===== config.mk =====
export PLATFORM = sky130hd
export DESIGN_NAME = spi_rsp_uart_tx
export DESIGN_NICKNAME = d
export VERILOG_FILES = /design/src/rtl/spi_rsp_uart_tx.sv
export SDC_FILE = /design/constraint.sdc
export NUM_CORES = 1
export LEC_CHECK = 0
export ABC_AREA = 0
export BUFFER_PORTS_ARGS = -buffer_cell sky130_fd_sc_hd__buf_2
export CORE_MARGIN = 4
export CORE_UTILIZATION = 45
export CTS_BUF_LIST = sky130_fd_sc_hd__clkbuf_8
export CTS_CLUSTER_SIZE = 25
export DETAILED_ROUTE_END_ITERATION = 7
export GPL_TIMING_DRIVEN = 0
export HOLD_SLACK_MARGIN = 0.06
export PLACE_DENSITY = 0.59
export SLEW_MARGIN = 20
export SYNTH_ARGS = -nofsm -noshare
export SYNTH_HDL_FRONTEND = slang
export SYNTH_SLANG_ARGS = --single-unit
export TNS_END_PERCENT = 50

===== constraint.sdc =====
create_clock -name clk40M -period 4.5 [get_ports clk40M]
set_clock_uncertainty 0.1 [all_clocks]
set_input_delay 0.225 -clock clk40M [delete_from_list [all_inputs] [get_ports clk40M]]
set_output_delay 0.225 -clock clk40M [all_outputs]
set_load 0.02 [all_outputs]

===== src/rtl/spi_rsp_uart_tx.sv =====
`default_nettype none
// ============================================================================
//  Module   : spi_rsp_uart_tx
//  Purpose  : Captures MISO bytes from one SPI chip-select window and returns
//             them to the host as an 8N1 UART frame:
//             header, count, data bytes, checksum.
//  Revision : 1.0 - initial release
// ============================================================================
module spi_rsp_uart_tx #(
   parameter int         DVSR      = 22,
   parameter int         MAX_BYTES = 4,
   parameter logic [7:0] HDR       = 8'hB1
) (
   input  logic       clk40M,
   input  logic       nRst,
   input  logic       spi_rx_dv,
   input  logic [7:0] spi_rx_byte,
   input  logic       spi_cs_n,
   input  logic       ovf_clr,
   output logic       uart_tx,
   output logic       busy,
   output logic       overflow
);

   localparam int IDX_W = (MAX_BYTES > 1) ? $clog2(MAX_BYTES) : 1;
   localparam int CNT_W = $clog2(MAX_BYTES + 1);

   // One UART bit lasts 16*DVSR clocks; counter wraps at the last clock
   localparam logic [15:0]      BIT_LAST = 16'(16 * DVSR - 1);
   localparam logic [CNT_W-1:0] CNT_FULL = CNT_W'(MAX_BYTES);

   localparam logic [2:0] SEQ_IDLE = 3'd0;
   localparam logic [2:0] SEQ_HDR  = 3'd1;
   localparam logic [2:0] SEQ_CNT  = 3'd2;
   localparam logic [2:0] SEQ_DATA = 3'd3;
   localparam logic [2:0] SEQ_SUM  = 3'd4;

   localparam logic [1:0] TX_IDLE  = 2'd0;
   localparam logic [1:0] TX_START = 2'd1;
   localparam logic [1:0] TX_DATA  = 2'd2;
   localparam logic [1:0] TX_STOP  = 2'd3;

   logic [2:0]       seq_state, seq_next;
   logic [1:0]       tx_state, tx_next;
   logic [15:0]      bit_cnt, bit_cnt_next;
   logic [2:0]       bit_idx, bit_idx_next;
   logic [IDX_W-1:0] data_idx, data_idx_next;
   logic [7:0]       shreg, shreg_next;
   logic [CNT_W-1:0] count, count_cap, count_next;
   logic [7:0]       sum, sum_next;
   logic [7:0]       cap_buf [MAX_BYTES];
   logic             cs_cur, cs_prev;
   logic             busy_next, overflow_next, tx_line_next;
   logic             accept, drop, cs_rise, start_frame;
   logic             bit_end, byte_end, frame_done;
   logic [7:0]       load_byte;

   // Capture decisions, window-end detection and sticky flag updates
   always_comb begin
      cs_rise     = cs_cur & ~cs_prev;
      accept      = spi_rx_dv & ~busy & (count != CNT_FULL);
      drop        = spi_rx_dv & ~accept;
      count_cap   = count + CNT_W'(accept);
      // A byte captured in the rise cycle already counts toward the frame
      start_frame = cs_rise & ~busy & (count_cap != '0);
      bit_end     = (bit_cnt == BIT_LAST);
      byte_end    = (tx_state == TX_STOP) & bit_end;
      frame_done  = byte_end & (seq_state == SEQ_SUM);

      count_next = frame_done ? '0 : count_cap;
      sum_next   = sum;
      if (frame_done)
         sum_next = '0;
      else if (accept)
         sum_next = sum + spi_rx_byte;

      busy_next = busy;
      if (start_frame)
         busy_next = 1'b1;
      else if (frame_done)
         busy_next = 1'b0;

      // A drop in the same cycle as a clear keeps the flag set
      overflow_next = overflow;
      if (drop)
         overflow_next = 1'b1;
      else if (ovf_clr)
         overflow_next = 1'b0;
   end

   // Next state of the frame sequencer and the bit serializer
   always_comb begin
      seq_next      = seq_state;
      data_idx_next = data_idx;
      case (seq_state)
         SEQ_IDLE: if (start_frame) begin
            seq_next      = SEQ_HDR;
            data_idx_next = '0;
         end
         SEQ_HDR:  if (byte_end) seq_next = SEQ_CNT;
         SEQ_CNT:  if (byte_end) begin
            seq_next      = SEQ_DATA;
            data_idx_next = '0;
         end
         SEQ_DATA: if (byte_end) begin
            if (CNT_W'(data_idx) + CNT_W'(1) == count)
               seq_next = SEQ_SUM;
            else
               data_idx_next = data_idx + IDX_W'(1);
         end
         SEQ_SUM:  if (byte_end) seq_next = SEQ_IDLE;
         default:  seq_next = SEQ_IDLE;
      endcase

      // Byte that the serializer picks up when it enters a start bit
      case (seq_next)
         SEQ_HDR:  load_byte = HDR;
         SEQ_CNT:  load_byte = 8'(count);
         SEQ_DATA: load_byte = cap_buf[data_idx_next];
         SEQ_SUM:  load_byte = 8'(count) + sum;
         default:  load_byte = 8'hFF;
      endcase

      tx_next      = tx_state;
      bit_cnt_next = bit_end ? 16'd0 : bit_cnt + 16'd1;
      bit_idx_next = bit_idx;
      shreg_next   = shreg;
      case (tx_state)
         TX_IDLE: begin
            bit_cnt_next = 16'd0;
            if (start_frame) begin
               tx_next    = TX_START;
               shreg_next = load_byte;
            end
         end
         TX_START: if (bit_end) begin
            tx_next      = TX_DATA;
            bit_idx_next = 3'd0;
         end
         TX_DATA: if (bit_end) begin
            shreg_next = {1'b1, shreg[7:1]};
            if (bit_idx == 3'd7)
               tx_next = TX_STOP;
            else
               bit_idx_next = bit_idx + 3'd1;
         end
         TX_STOP: if (bit_end) begin
            // Next start bit follows the stop bit with no idle gap
            if (seq_state == SEQ_SUM) begin
               tx_next = TX_IDLE;
            end else begin
               tx_next    = TX_START;
               shreg_next = load_byte;
            end
         end
         default: tx_next = TX_IDLE;
      endcase
   end

   // Line level for the coming cycle, registered so uart_tx is glitch-free
   always_comb begin
      tx_line_next = 1'b1;
      case (tx_next)
         TX_START: tx_line_next = 1'b0;
         TX_DATA:  tx_line_next = shreg_next[0];
         default:  tx_line_next = 1'b1;
      endcase
   end

   // State, counters, flags and serial line registers
   always_ff @(posedge clk40M or negedge nRst) begin
      if (!nRst) begin
         seq_state <= SEQ_IDLE;
         tx_state  <= TX_IDLE;
         bit_cnt   <= 16'd0;
         bit_idx   <= 3'd0;
         data_idx  <= '0;
         shreg     <= 8'hFF;
         count     <= '0;
         sum       <= 8'd0;
         cs_cur    <= 1'b1;
         cs_prev   <= 1'b1;
         busy      <= 1'b0;
         overflow  <= 1'b0;
         uart_tx   <= 1'b1;
      end else begin
         seq_state <= seq_next;
         tx_state  <= tx_next;
         bit_cnt   <= bit_cnt_next;
         bit_idx   <= bit_idx_next;
         data_idx  <= data_idx_next;
         shreg     <= shreg_next;
         count     <= count_next;
         sum       <= sum_next;
         cs_cur    <= spi_cs_n;
         cs_prev   <= cs_cur;
         busy      <= busy_next;
         overflow  <= overflow_next;
         uart_tx   <= tx_line_next;
      end
   end

   // Capture buffer write port, indexed by the current byte count
   always_ff @(posedge clk40M or negedge nRst) begin
      if (!nRst) begin
         for (int i = 0; i < MAX_BYTES; i++)
            cap_buf[i] <= 8'd0;
      end else if (accept) begin
         cap_buf[count[IDX_W-1:0]] <= spi_rx_byte;
      end
   end

endmodule
`default_nettype wire


## Word level (Yosys, flattened, before mapping)

Cells that the tools add are included.

- Reduce and logical (&&, ||, !) cells: 11
- Order comparisons: 3
- Bitwise operators: 13
- Mux-type cells: 45
- Eq/ne operators: 23
- Add/subtract/negate cells: 7

Operators with widths:

| operator | number |
|---|---|
| $mux W8 | 9 |
| $bwmux W32 | 1 |
| $mux W16 | 2 |
| $pmux W8 S4 | 1 |
| $mux W3 | 10 |
| $pmux W8 S3 | 1 |
| $mux W2 | 9 |
| $add A16 B1 Y16 const B | 1 |
| $bmux W8 S2 | 1 |
| $demux W8 S2 | 1 |
| $eq A16 B9 Y1 const B | 1 |
| $pmux W3 S5 | 1 |
| $eq A3 B2 Y1 const B | 4 |
| $ne A2 B2 Y1 const B | 6 |
| $eq A3 B3 Y1 const B | 3 |
| $add A3 B8 Y8 | 1 |
| $add A8 B8 Y8 | 1 |
| $and A1 B1 Y1 | 8 |
| $pmux W2 S4 | 1 |
| $reduce_bool A2 Y1 | 4 |
| $eq A2 B2 Y1 const B | 3 |
| $eq A3 B1 Y1 const B | 2 |
| $ge A3 B3 Y1 const B | 2 |
| $not A2 Y3 | 2 |
| other kinds (19) | 27 |

- Output and inout bits: 3
- Register bits after elaboration: 82
- Logic and storage cells: 120
- Bits of input ports: 13

## Longest topological paths before layout

Gate-level depths: netlist (run 1).

- Depth in word-level cells: 17
- Depth in mapped cells: 15
- Mapped depth without buffers: 11

## Worst setup path before layout (run 1)

OpenSTA, ideal clock, no wires.

- Path kind: register to register
- From: register busy
- To: register shreg[2]
- Arrival time: 3352 ps
- Setup time: 80 ps
- Period minus slack after synthesis: 3532 ps
- Path slack: 968 ps
- Stages on the path, launching flop included: 15
- Path buffers: 3
- Required time: 4320 ps
- Cells stage by stage: dfrtp_1 -> nand2b_1 -> a21oi_1 -> clkbuf_1 -> ha_1 -> ha_1 -> xnor2_1 -> a2111oi_2 -> nand2_1 -> a31oi_1 -> buf_4 -> buf_6 -> mux2i_1 -> nand3_1 -> a32o_1

- Word-level cells in the longest chain between the ends: 16
- Elaborated cells on any way between the ends: 26
- Classes of those cells: add/sub: 1; eq/ne: 5; mux: 12; bitwise: 6; reduce/logical: 2

Ends and longest elaborated chain:

| element | line | text |
|---|---|---|
| from (decl) | 21 | `output logic busy,` |
| from (signal assigned) | 197 | `busy <= busy_next;` |
| $not A1 Y1 (*) | 61, 65 |  |
| $and A1 B1 Y1 (2 in a row) | 61 | `accept = spi_rx_dv & ~busy & (count != CNT_FULL);` |
| $add A3 B1 Y3 | 63 | `count_cap = count + CNT_W'(accept);` |
| $reduce_bool A3 Y1 | 65 | `start_frame = cs_rise & ~busy & (count_cap != '0);` |
| $and A1 B1 Y1 (*) | 65 |  |
| $mux W2 | 96 | `SEQ_IDLE: if (start_frame) begin` |
| $pmux W2 S3 | 95 | `case (seq_state)` |
| $not A2 Y3 (implied by the code) | 119 | `SEQ_DATA: load_byte = cap_buf[data_idx_next];` |
| $bmux W8 S2 | 119 |  |
| $mux W8 (implied by the code) (2 in a row) | 119 |  |
| $pmux W8 S4 | 116 | `case (seq_next)` |
| $mux W8 | 149 | `if (seq_state == SEQ_SUM) begin` |
| $mux W8 | 147 | `TX_STOP: if (bit_end) begin` |
| $pmux W8 S3 | 128 | `case (tx_state)` |
| to (signal assigned) | 192 | `shreg <= shreg_next;` |
| to (decl) | 48 | `logic [7:0] shreg, shreg_next;` |

Every way passes the cells marked *; elsewhere a longest branch is shown, timed or not. The select of a mux whose other input is x is not followed.
A chain may end at the register's enable or synchronous reset.

## Final worst setup path (run 1)

- From: register count[1]
- To: register shreg[2]

- Word-level cells in the longest chain between the ends: 15
- Elaborated cells on any way between the ends: 30
- Classes of those cells: add/sub: 2; eq/ne: 7; mux: 16; bitwise: 3; reduce/logical: 2

Ends and longest elaborated chain:

| element | line | text |
|---|---|---|
| from (decl) | 49 | `logic [CNT_W-1:0] count, count_cap, count_next;` |
| from (signal assigned) | 193 | `count <= count_next;` |
| $ne A3 B3 Y1 | 61 |  |
| $and A1 B1 Y1 | 61 |  |
| $add A3 B1 Y3 | 63 |  |
| $reduce_bool A3 Y1 | 65 |  |
| $and A1 B1 Y1 | 65 |  |
| $mux W2 | 96 |  |
| $pmux W2 S3 | 95 |  |
| $not A2 Y3 (implied by the code) | 119 |  |
| $bmux W8 S2 | 119 |  |
| $mux W8 (implied by the code) (2 in a row) | 119 |  |
| $pmux W8 S4 | 116 |  |
| $mux W8 | 149 |  |
| $mux W8 | 147 |  |
| $pmux W8 S3 | 128 |  |

Parallel ways exist; a longest one is shown, timed or not. The select of a mux whose other input is x is not followed.

==> key figures, run 1 <==
Global route
  – GR Overflow Total: 0
  – Global routing usage on met2: 28.20%
  – Initial antenna violation count: 0
  – First-pass GRT wire length: 16.64 mm
  – Largest net degree at the start of global routing: 47
  – GR Util met3: 2.328%
  – Met1 Use GR: 26.04%
  – Vias in the first global route: 3234
  – GRT Max-Usage Layer: met2
  – All-Layer GR Usage: 18.51%

Logic synthesis
  – Yosys top cell by area: dfrtp_1
  – Register area share after synthesis: 45.39%
  – Prevailing post-synth register cell: dfrtp_1
  – Cells after Synth: 424
  – Post-Syn Area per Cell: 10.73 sq um
  – Top-area cell type share of the netlist area: 39.04%
  – Yosys warns: 0
  – Netlist Area Pre-Place: 4551 sq um
  – Async SR Flop Fraction: 100.0%
  – Top post-synthesis cells by area: dfrtp_1 (39%), mux2_2 (8.2%), dfstp_2 (6.4%), mux2i_1 (4.6%), ha_1 (4.4%)
  – Post-synth EDFFs: 0
  – Number of synthesized register bits: 82
  – Synth unique cells: 59
  – Post-Syn Nets: 455

Pwr
  – Max VDD drop: 0.0001777 V
  – Lkg Pwr: 2.249 nW
  – Clock share of power: 18.3%
  – Pwr dens: 506.6 nW/um^2
  – Logic pwr share: 36.9%
  – Sequential Power Share: 44.8%
  – Switching Power: 0.9160 mW
  – Pint: 1.647 mW
  – Sw Ratio: 35.74%

Critical path
  – Worst Path Max Fanout: 10
  – Worst path slowest cell: a2111oi_2
  – Bufs and invs on worst path: 4
  – Endpoint class of the critical path: flop
  – Top delay family on crit path: compound AO/OA/AOI/OAI gates
  – RR Startpoint: count[1]
  – Startpoint Class: flop
  – Worst flop-to-flop path endpoint: shreg[2]
  – Critical Path AT: 4.31 ns
  – Max incr delay on CP: 0.56 ns
  – Reg-to-reg slack, setup: 0.39 ns
  – Worst Path Required: 4.70 ns
  – Worst r2r path cells: 15
  – Cell mode on critical path: ha_1
  – WS Path Type: reg -> reg
  – Crit-path cells: buf_2 -> nor2_1 -> a21oi_1 -> clkbuf_2 -> ha_1 -> ha_1 -> xnor2_1 -> a2111oi_2 -> nand2_1 -> a31oi_1 -> buf_4 -> buf_6 -> mux2i_1 -> nand3_1 -> a32o_1

Placed design
  – Final GP Congestion: 0.8244
  – Port Buf Inserts: 15
  – DP Wirelength: 7.108 mm
  – Placed cells: 574

Drt
  – Drt initial violations: 112
  – WL/cell: 16.41 um
  – Post-DRT Antenna Nets: 0
  – Total number of vias: 3287
  – Routed WL: 9.762 mm
  – Vias/cell: 5.524
  – Drt pass-1 iters: 4
  – DRC violations left: 0

Timing
  – Period utilization: 91.41%
  – Slew @ Worst Pin: 0.8499 ns
  – Fin. Hold Viols: 0
  – Achievable clock frequency: 0.2431 GHz
  – Final Max Tran Viols: 0
  – Fin crit period: 4.114 ns
  – RSZ-0062 raised after global routing: no
  – Setup_tns: 0 ns
  – Final setup viols: 0
  – Relative slew margins: 43.13%

Clocking
  – Clock Tree Root: clkbuf_8
  – CTS buffer count: 9
  – Clk Latency, worst-skew pair: 0.36 ns
  – Clock Path Buffers: 2
  – CTS tree: done
  – Reg clk slew, reported paths: 0.08 ns
  – H-tree depth: 3
  – CTS sink cnt: 82

Final layout
  – Final std cells w/o fill: 595
  – Most common cell after layout, fill and taps aside: dfrtp_1
  – Ratio of cells with drive above 1 in the final layout: 21.00%
  – Most frequent cells in the layout: dfrtp_1 (71), nor2_1 (43), mux2_2 (33)
  – P&R area growth vs syn: 11.19%
  – # fillers: 955
  – Final nets: 488
  – Inserted Diodes: 0

Die
  – Core footprint: 9819 sq um
  – Die height: 108.6 um
  – Num ports: 16
  – Chip width: 108.6 um
  – Initial Util: 46.34%
  – Total die area: 11790 sq um
  – Cell row count: 36

Job
  – Maximum Capacitance Violations: 0

Status
  – Status: finished clean

Worst hold path
  – HP Start: spi_rx_byte[4]
  – Hold Path Sink: cap_buf[12]
  – Hold depth: 2
  – Worst hold path class: in -> reg
## layer usage
| metal | up-vias | wire, um |
|---|---|---|
| li1 | 1597 | - |
| met5 | - | 0 |
| met4 | 0 | 259 |
| met2 | 51 | 4448 |
| met3 | 14 | 236 |
| met1 | 1625 | 4817 |
## layout make-up
class | count | area, sq um | share of cell area, %
multi-input combinational | 312 | 2364 | 46.71
timing repair buffer | 22 | 162.7 | 3.215
tap | 133 | 166.4 | 3.289
sequential | 82 | 2066 | 40.83
inverter | 17 | 63.81 | 1.261
clock inverter | 6 | 27.53 | 0.5440
clock buffer | 10 | 137.6 | 2.720
buffer | 13 | 72.57 | 1.434
## stage by stage
stage | hold WS (ns) | worst slack, ns | instance area, sq um | total power, mW | util [%]
2_1_floorplan | -0.1706 | 0.9680 | 4551 | 1.847 | -
3_3_place_gp | 0.2325 | 0.1907 | 4792 | 2.064 | 48.80
3_5_place_dp | 0.1260 | 0.1237 | 4843 | 2.111 | 49.32
4_1_cts | 0.06103 | 0.1165 | 5059 | 2.595 | 51.52
5_1_grt | 0.07674 | 0.01369 | 5060 | 2.774 | 51.53
6_report | 0.08498 | 0.3863 | 5060 | 2.563 | 51.53
## worst reg2reg max path, cell delays in order (launching register included)
cell       delay [ns]
dfrtp_1          0.45
buf_2            0.24
nor2_1           0.07
a21oi_1          0.41
clkbuf_2         0.39
ha_1             0.21
ha_1             0.15
xnor2_1          0.16
a2111oi_2        0.56
nand2_1          0.12
a31oi_1          0.18
buf_4            0.22
buf_6            0.20
mux2i_1          0.23
nand3_1          0.09
a32o_1           0.27
## registers in the layout, summed over array words and instances, names as in the netlist
signal and count:
data_idx 2, seq_state 3, bit_cnt 16, count 3, cap_buf 32, cs_prev 1
overflow 1, shreg 8, tx_state 2, bit_idx 3, sum 8, uart_tx 1
busy 1, cs_cur 1
## cell families (layout without fill, tap and decap cells)
logic type	Yosys count	count (layout)	synth area share, %
xor gates and xnor gates	27	27	5.196
DFF	82	82	45.39
buffers and inverters	30	68	2.969
muxes	54	54	12.79
adders and majority gates	18	18	5.279
and+or+nand+nor	131	131	15.40
AOI/OAI and AO/OA	82	82	12.98
## power by group through the flow
stage	Clock (mW)	Combinational (mW)	Sequential (mW)
final	0.469	0.947	1.15
after global routing	0.516	1.07	1.18
after CTS	0.486	0.958	1.15
after floorplan	0	0.716	1.13
after detailed placement	0	0.945	1.17
after global placement	0	0.910	1.15
## cells in the mapped netlist (all sizes together) (5+ instances only)
library cell and count:
dfrtp 71, nor2 43, mux2 33, nand2 31, mux2i 21, o21ai 19
inv 17, xnor2 17, ha 16, a21oi 15, dfstp 11, nand3 10
xor2 10, nand4 8, clkbuf 7, nor2b 7, a22o 6, a31oi 6
buf 6, a21o 5, nor3 5
## how the worst max path moves through the flow
stage	startpoint	endpoint	cells after the start
after CTS	count[1]	shreg[2]	15
after global routing	count[1]	shreg[2]	15
after detailed placement	count[1]	shreg[2]	15
after floorplan	busy	shreg[2]	14
final	count[1]	shreg[2]	15
after global placement	count[1]	shreg[2]	15
## what timing repair did
item | 4_1_cts | 5_1_grt
hold buffers | 5 | 0
setup endpoints to repair | 0 | 8
hold endpoints to repair | 36 | 0
setup buffers | 0 | 0
gates resized for setup | 0 | 2
(Power assumes the default switching activity.)
==> run 2, diff against run 1 <==
--- a/config.mk
+++ b/config.mk
@@ -14,7 +14,8 @@
 export DETAILED_ROUTE_END_ITERATION = 7
 export GPL_TIMING_DRIVEN = 0
 export HOLD_SLACK_MARGIN = 0.06
-export PLACE_DENSITY = 0.59
+export PLACE_DENSITY = 0.69
+export SETUP_SLACK_MARGIN = 0.3
 export SLEW_MARGIN = 20
 export SYNTH_ARGS = -nofsm -noshare
 export SYNTH_HDL_FRONTEND = slang
==> key figures, run 2 (same netlist as run 1, synthesis figures left out) <==
Final layout
  – Final nets: 488 (unchanged)
  – Regs by FF count: cap_buf: 32 flops, bit_cnt: 16 flops
  – Layout Utilization: 52.56% (+1.0 points)
  – Max reg flops: 32 (unchanged)
  – Most common cell after layout, fill and taps aside: dfrtp_1
  – Most frequent cells in the layout: dfrtp_1 (71), nor2_1 (43), mux2_2 (33)
  – Inserted Diodes: 0 (unchanged)
  – P&R area growth vs syn: 13.42%
  – Ratio of cells with drive above 1 in the final layout: 22.08% (+1.1 points)
  – Register name with the most flops: cap_buf
  – Final instance area: 5161 sq um (+2.0%)

Global route
  – All-Layer GR Usage: 17.79% (-0.72 points)
  – GR Util met3: 4.418% (+2.1 points)
  – Vias in the first global route: 3349 (+3.6%)
  – Initial antenna violation count: 0 (unchanged)
  – GR Overflow Total: 0 (unchanged)
  – First-pass GRT wire length: 16.16 mm (-2.9%)
  – GRT Max-Usage Layer: met2
  – Met1 Use GR: 22.69% (-3.3 points)
  – Global routing usage on met2: 29.04% (+0.84 points)
  – Largest net degree at the start of global routing: 57 (+21%)

Timing
  – Fin. Hold Viols: 0 (unchanged)
  – Fin crit period: 3.880 ns (-0.2340 ns)
  – Slew @ Worst Pin: 0.9290 ns (+0.07910 ns)
  – Final Max Tran Viols: 0 (unchanged)
  – Relative slew margins: 37.84% (-5.3 points)
  – RSZ-0062 raised after global routing: no
  – Achievable clock frequency: 0.2578 GHz (+6.0%)
  – Final setup viols: 0 (unchanged)
  – Period utilization: 86.21% (-5.2 points)
  – Hold slack: 0.08270 ns (-0.002283 ns)
  – Setup_tns: 0 ns (unchanged)

Clocking
  – Reg clk slew, reported paths: 0.08 ns (about the same)
  – Setup bufs post-CTS: 0 (unchanged)
  – Clock Path Buffers: 2 (unchanged)
  – H-tree depth: 3 (unchanged)
  – Clock Tree Root: clkbuf_8
  – Clk Latency, worst-skew pair: 0.37 ns (about the same)
  – CTS sink cnt: 82 (unchanged)
  – CTS tree: done
  – CTS buffer count: 9 (unchanged)

Die
  – Initial Util: 46.34% (unchanged)
  – Chip width: 108.6 um (unchanged)
  – Num ports: 16 (unchanged)
  – Core footprint: 9819 sq um (unchanged)
  – Total die area: 11790 sq um (unchanged)
  – Cell row count: 36 (unchanged)
  – Die height: 108.6 um (unchanged)

Pwr
  – Power, Total: 2.729 mW (+6.5%)
  – Pwr dens: 528.7 nW/um^2 (+4.4%)
  – Lkg Pwr: 2.277 nW (+1.3%)
  – Max VDD drop: 0.0003332 V (+88%)

Critical path
  – Worst Path Max Fanout: 10 (unchanged)
  – Startpoint Class: flop
  – WS Path Type: reg -> reg
  – Endpoint class of the critical path: flop
  – Worst Path Required: 4.69 ns (about the same)
  – Critical Path AT: 4.07 ns (-0.24 ns)

Placed design
  – Final GP Congestion: 0.9077 (+10%)
  – Port Buf Inserts: 15 (unchanged)
  – DP Wirelength: 7.012 mm (-1.4%)
  – Cell Area, Placed: 4835 sq um (-0.18%)

Drt
  – Drt pass-1 iters: 4 (unchanged)
  – Total number of vias: 3321 (+1.0%)
  – Routed WL: 9.573 mm (-1.9%)
  – WL/cell: 16.09 um (-1.9%)
  – DRC violations left: 0 (unchanged)
  – Post-DRT Antenna Nets: 0 (unchanged)
  – Vias/cell: 5.582 (+1.0%)
  – Drt initial violations: 131 (+17%)

Job
  – Maximum Capacitance Violations: 0 (unchanged)

Worst hold path
  – Worst hold path class: in -> reg

Status
  – Status: finished clean
## run 2: cell types whose count changed in the layout (fill, tap and decap cells not counted), sizes merged
cell / before / now
bufinv: 0 / 2
clkbuf: 17 / 20
clkinvlp: 1 / 0
inv: 21 / 17
## run 2: metal layers
metal,vias to the layer above,wire [um]
li1,1591,-
met1,1660,4195
met5,-,0
met2,57,4933
met4,0,129
met3,13,315
## run 2: what timing repair did
item	in CTS	in global routing
gates resized for setup	1	4
hold buffers	5	0
setup endpoints to repair	1	6
hold endpoints to repair	53	0
## run 2: cell type report
type	count	area [sq um]
Tap cell	133	166.4
Clock buffer	13	178.9
Clock inverter	3	68.82
Fill cell	921	4658
Buffer	13	75.07
Multi-Input combinational cell	312	2380
Timing Repair Buffer	22	162.7
Inverter	17	63.81
Sequential cell	82	2066
## run 2: worst max-delay path: stages (launching register included)
cell       delay (ns)
dfrtp_1          0.44
buf_2            0.24
nor2_1           0.08
a21oi_2          0.28
clkbuf_4         0.30
ha_1             0.17
ha_1             0.15
xnor2_1          0.18
a2111oi_4        0.42
nand2_1          0.10
a31oi_1          0.25
buf_4            0.25
buf_6            0.19
mux2i_1          0.24
nand3_1          0.11
a32o_1           0.28
## run 2: per-stage QoR
step,cells,worst slack (ns)
after floorplan,424,0.9680
after global placement,572,0.2203
after detailed placement,574,0.1778
after CTS,595,0.3265
after global routing,595,0.3233
final,595,0.6203
## run 2: report_power, final
group | internal [mW] | switching (mW)
combinational | 0.449 | 0.489
sequential | 0.989 | 0.161
clock | 0.374 | 0.265
## run 2: final timing paths
kind	startpoint	to	slack, ns	cells past startpoint
worst max-delay path	count[1]	shreg[2]	0.62	15
worst min-delay path	spi_rx_byte[2]	cap_buf[10]	0.08	3
worst max register to register	count[1]	shreg[2]	0.62	15
worst min register to register	cs_cur	cs_prev	0.28	0
max in group asynchronous	nRst	shreg[2]	3.44	3
min in group asynchronous	nRst	bit_cnt[8]	0.22	2
